**src/rtl/enc_pkg.sv**
```systemverilog
// Shared widths and types for the 8-to-3 encoder block.
package enc_pkg;
   localparam int ENC_N_IN  = 8;
   localparam int ENC_N_OUT = 3;

   typedef logic [7:0] onehot8_t;
   typedef logic [2:0] code3_t;
endpackage

```
**src/rtl/enc8to3_core.sv**
```systemverilog
// Combinational priority encoder: highest set bit wins, plus any/multi flags.
module enc8to3_core
   import enc_pkg::*;
(
   input  onehot8_t x,
   output code3_t   code,
   output logic     any,
   output logic     multi
);

   logic [3:0] ones;

   always_comb begin
      code = '0;
      ones = '0;
      // Ascending scan so the last hit, the highest index, is the one kept.
      for (int i = 0; i < ENC_N_IN; i++) begin
         if (x[i]) begin
            code = code3_t'(i);
            ones = ones + 4'd1;
         end
      end
      any   = (x != '0);
      multi = (ones > 4'd1);
   end

endmodule

```
**src/rtl/encoder_8to3.sv**
```systemverilog
// Registered 8-to-3 priority encoder with valid and multi-hot flags, 1-cycle latency.
module encoder_8to3
   import enc_pkg::*;
#(
   parameter int N_IN  = ENC_N_IN,
   parameter int N_OUT = ENC_N_OUT
)(
   input  logic             clk,
   input  logic             rst,
   input  logic [N_IN-1:0]  x,
   output logic [N_OUT-1:0] y,
   output logic             valid,
   output logic             multi_hot
);

   code3_t code_p0;
   logic   any_p0;
   logic   multi_p0;

   code3_t y_p1;
   logic   vld_p1;
   logic   multi_p1;

   enc8to3_core u_core (
      .x     (onehot8_t'(x)),
      .code  (code_p0),
      .any   (any_p0),
      .multi (multi_p0)
   );

   // p0 -> p1: the only state in the block; reset clears the code too so idle reads as zero.
   always_ff @(posedge clk) begin
      if (rst) begin
         y_p1     <= '0;
         vld_p1   <= 1'b0;
         multi_p1 <= 1'b0;
      end else begin
         y_p1     <= code_p0;
         vld_p1   <= any_p0;
         multi_p1 <= multi_p0;
      end
   end

   assign y         = N_OUT'(y_p1);
   assign valid     = vld_p1;
   assign multi_hot = multi_p1;

endmodule

```
**config.mk**
```make
export PLATFORM = sky130hd
export DESIGN_NAME = encoder_8to3
export DESIGN_NICKNAME = d
export VERILOG_FILES = /design/src/rtl/enc_pkg.sv /design/src/rtl/enc8to3_core.sv /design/src/rtl/encoder_8to3.sv
export SDC_FILE = /design/constraint.sdc
export NUM_CORES = 1
export LEC_CHECK = 0
export BUFFER_PORTS_ARGS = -buffer_cell sky130_fd_sc_hd__buf_4
export CORE_UTILIZATION = 40
export CTS_BUF_LIST = sky130_fd_sc_hd__clkbuf_4 sky130_fd_sc_hd__clkbuf_8
export DETAILED_ROUTE_END_ITERATION = 8
export PLACE_DENSITY = 0.6
export SLEW_MARGIN = 20
export SYNTH_ARGS = -nofsm -noshare
export SYNTH_HDL_FRONTEND = slang
export SYNTH_SLANG_ARGS = --single-unit
```
**constraint.sdc**
```tcl
create_clock -name clk -period 3.95 [get_ports clk]
set_input_delay 0.1975 -clock clk [delete_from_list [all_inputs] [get_ports clk]]
set_output_delay 0.1975 -clock clk [all_outputs]
set_load 0.005 [all_outputs]
```
==> results.json <==
{
  "worst_ir_drop_vdd_mv": 0.188,
  "setup_viol": 0,
  "layout.cells.non_filler": 152,
  "clock_tree.root_cell": "clkbuf_4",
  "core_region_area_um2": 2190,
  "dpl.cell_count": 148,
  "detailedRoute.firstPassIterationCount": 4,
  "antenna_violating_nets_post_route": 0,
  "clk_path_buf_depth": 2,
  "stdcell_area_um2": 1050,
  "tritoncts": "done",
  "cellPowerDensity_nw_per_um2": 333,
  "tns_setup_ns": 0,
  "initial_utilization": 0.420,
  "worst_path_largest_cell_delay_ns": 0.37,
  "cts_buffers": 3,
  "insertedDiodeCount": 0,
  "ys.warnings.count": 0,
  "floorplan.io_pins": 15,
  "timing.final.crit_period_ns": 3.40,
  "initialDrtViolationCount": 27,
  "post-cts-setup-buffers": 0,
  "design.die.area_um2": 2500,
  "drive_gt1_frac": 0.226,
  "worstSetupStartpointType": "input pin",
  "timing.setup.critical_path_class": "input pin to flop",
  "gr_ovfl_total": 0,
  "ys_seq_elements": 5,
  "routed-via-count": 817,
  "cts_num_sinks": 5,
  "finalHoldWorstSlack_ns": 0.145,
  "result_of_the_run": "completed",
  "post_cts_resized": 0,
  "slew_violations": 0,
  "synth.lib_cells_used.distinct": 44,
  "synthCells": 113,
  "data_arrival_time_of_the_critical_path_ns": 3.53,
  "grt_pass1_wl_mm": 3.32,
  "rsz_0062_raised_after_global_routing": "no",
  "finish.net_count": 144,
  "max_freq_ghz": 0.294,
  "worstSetupEndpointType": "flop",
  "number_of_antenna_violations_at_the_first_check_in_global_routing": 0,
  "required_ns": 4.08,
  "synth-main-ff-cell": "dfxtp_1",
  "postSynthNetCount": 132,
  "postRouteWirelength_mm": 1.91,
  "maxCapViolations": 0,
  "asyncSetResetFlopFracSynth": 0,
  "detailed_place_hpwl_mm": 1.49,
  "port-buffer-count": 14,
  "worstPathCellList": "buf_4, inv_1, ha_1, xnor2_1, inv_1, ha_1, xnor2_1, nand2_1, o21ai_0, xor2_1, nand2_1, o21ai_0, ha_1, nand2_1, xnor2_1, xor3_2, or3b_1, o2111ai_1, o211ai_2",
  "grt_pass1_vias": 743,
  "cts_hold_buf": 0,
  "timing.critical_path.slowest_stage_cell": "or3b_1",
  "seq_area_frac_synth": 0.109,
  "period_share": 0.861,
  "chipWidth_um": 50.0,
  "synth_edf_count": 0,
  "largest_net_degree_at_the_start_of_global_routing": 20,
  "drt-wirelength-per-cell_um": 12.6,
  "worst_pin_slew_ns": 0.376,
  "placement_row_count": 17,
  "clkSlewWorstSetupHoldPaths_ns": 0.05,
  "routability_congestion_estimate": 0.791,
  "syn2layout_area_growth_pct": 14.4,
  "critPathMaxFanout": 4,
  "placement.cell_area_um2": 1020,
  "power.static_leakage_nw": 0.464,
  "drt-vias-per-instance": 5.38,
  "timing.slew.headroom": 0.747,
  "hold_path_class": "input pin to flop",
  "groute.usage.overall": 0.169,
  "remaining_drc_errors": 0,
  "syn-mean-instance-area_um2": 8.15,
  "fp.dieH_um": 50.0,
  "htree_levels": 1,
  "netlist_area_um2": 921,
  "finalHoldViolCount": 0
}
==> flip-flops by register name, indices dropped and copies added, names as in the netlist <==
| name | cells |
|---|---|
| valid | 1 |
| y | 3 |
| multi_hot | 1 |
==> critical path, delay by kind of cell <==
kind,cells,cell delay (ns)
fa+ha+maj,3,0.79
xor+xnor,5,1.31
compound gates,4,0.44
buf+inv,3,0.22
simple gates,4,0.58
==> final timing paths <==
kind,start,endpoint,slack (ns),cells past startpoint
min,rst,y[0]$_SDFF_PP0_,0.15,2
max,x[0],multi_hot$_SDFF_PP0_,0.55,19
==> placed cells by master (no fill, tap or decap), drive strengths merged, types with 3 or more instances in the layout <==
master / n
buf: 16
xnor2: 11
inv: 9
ha: 9
nand2: 7
nor2: 5
nor3b: 5
dfxtp: 5
o21ai: 4
a21oi: 4
clkbuf: 4
nand2b: 4
mux2i: 3
a211oi: 3
a31oi: 3
nand3b: 3
nand3: 3
xor2: 3
o211ai: 3
==> cells in the mapped netlist, drive strengths merged (2+ instances only) <==
cell,n,area [um^2]
nand2,7,26.3
ha,9,113
nor2,5,18.8
a211oi,3,22.5
o21ai,4,20.0
nand2b,4,32.5
nand3,3,15.0
a311o,2,21.3
nand3b,3,22.5
or3,2,17.5
a31oi,3,18.8
mux2i,3,30.0
clkbuf,3,12.5
dfxtp,5,100
buf,6,40.0
xnor2,11,96.3
nor3b,5,37.5
nor3,2,10.0
xor2,3,33.8
a21oi,4,20.0
o211ai,3,27.5
inv,9,33.8
==> area by class of cell <==
cell class | instances | area [um^2]
clock buffers | 4 | 30.0
fillers | 230 | 1140
inverters | 9 | 33.8
multi-input cells | 90 | 734
flip-flops and latches | 5 | 100
well taps | 28 | 35.0
repair buffers | 16 | 120
==> through the flow <==
stage                     power [mW]  setup WS [ns]  utilization
after floorplan                0.234          0.490            -
after global placement         0.278          0.309        0.467
after detailed placement       0.282          0.266        0.467
after CTS                      0.355          0.520        0.481
after global routing           0.385          0.232        0.481
final                          0.351          0.548        0.481
==> cells by family after synthesis <==
| kind of cell | count (synthesis) | synth area share |
|---|---|---|
| muxes | 3 | 0.0326 |
| xor gates and xnor gates | 16 | 0.194 |
| AOI/OAI and AO/OA | 26 | 0.207 |
| DFF | 5 | 0.109 |
| and+or+nand+nor | 36 | 0.242 |
| adders and majority gates | 9 | 0.122 |
| buffers and inverters | 18 | 0.0937 |
==> routing by layer <==
metal,part of all wire,GRT usage
met1,0.48,0.226
met2,0.49,0.271
met3,0.022,0.0494
met4,0.0010,0.0190
met5,0,0
==> where the power goes <==
group          leakage [nW]  internal (mW)  switching (mW)
clock network        0.0184         0.0453          0.0248
logic                 0.403          0.112           0.108
registers            0.0421         0.0576         0.00239
total                 0.464          0.215           0.135
Power figures use the tool's default switching activity.
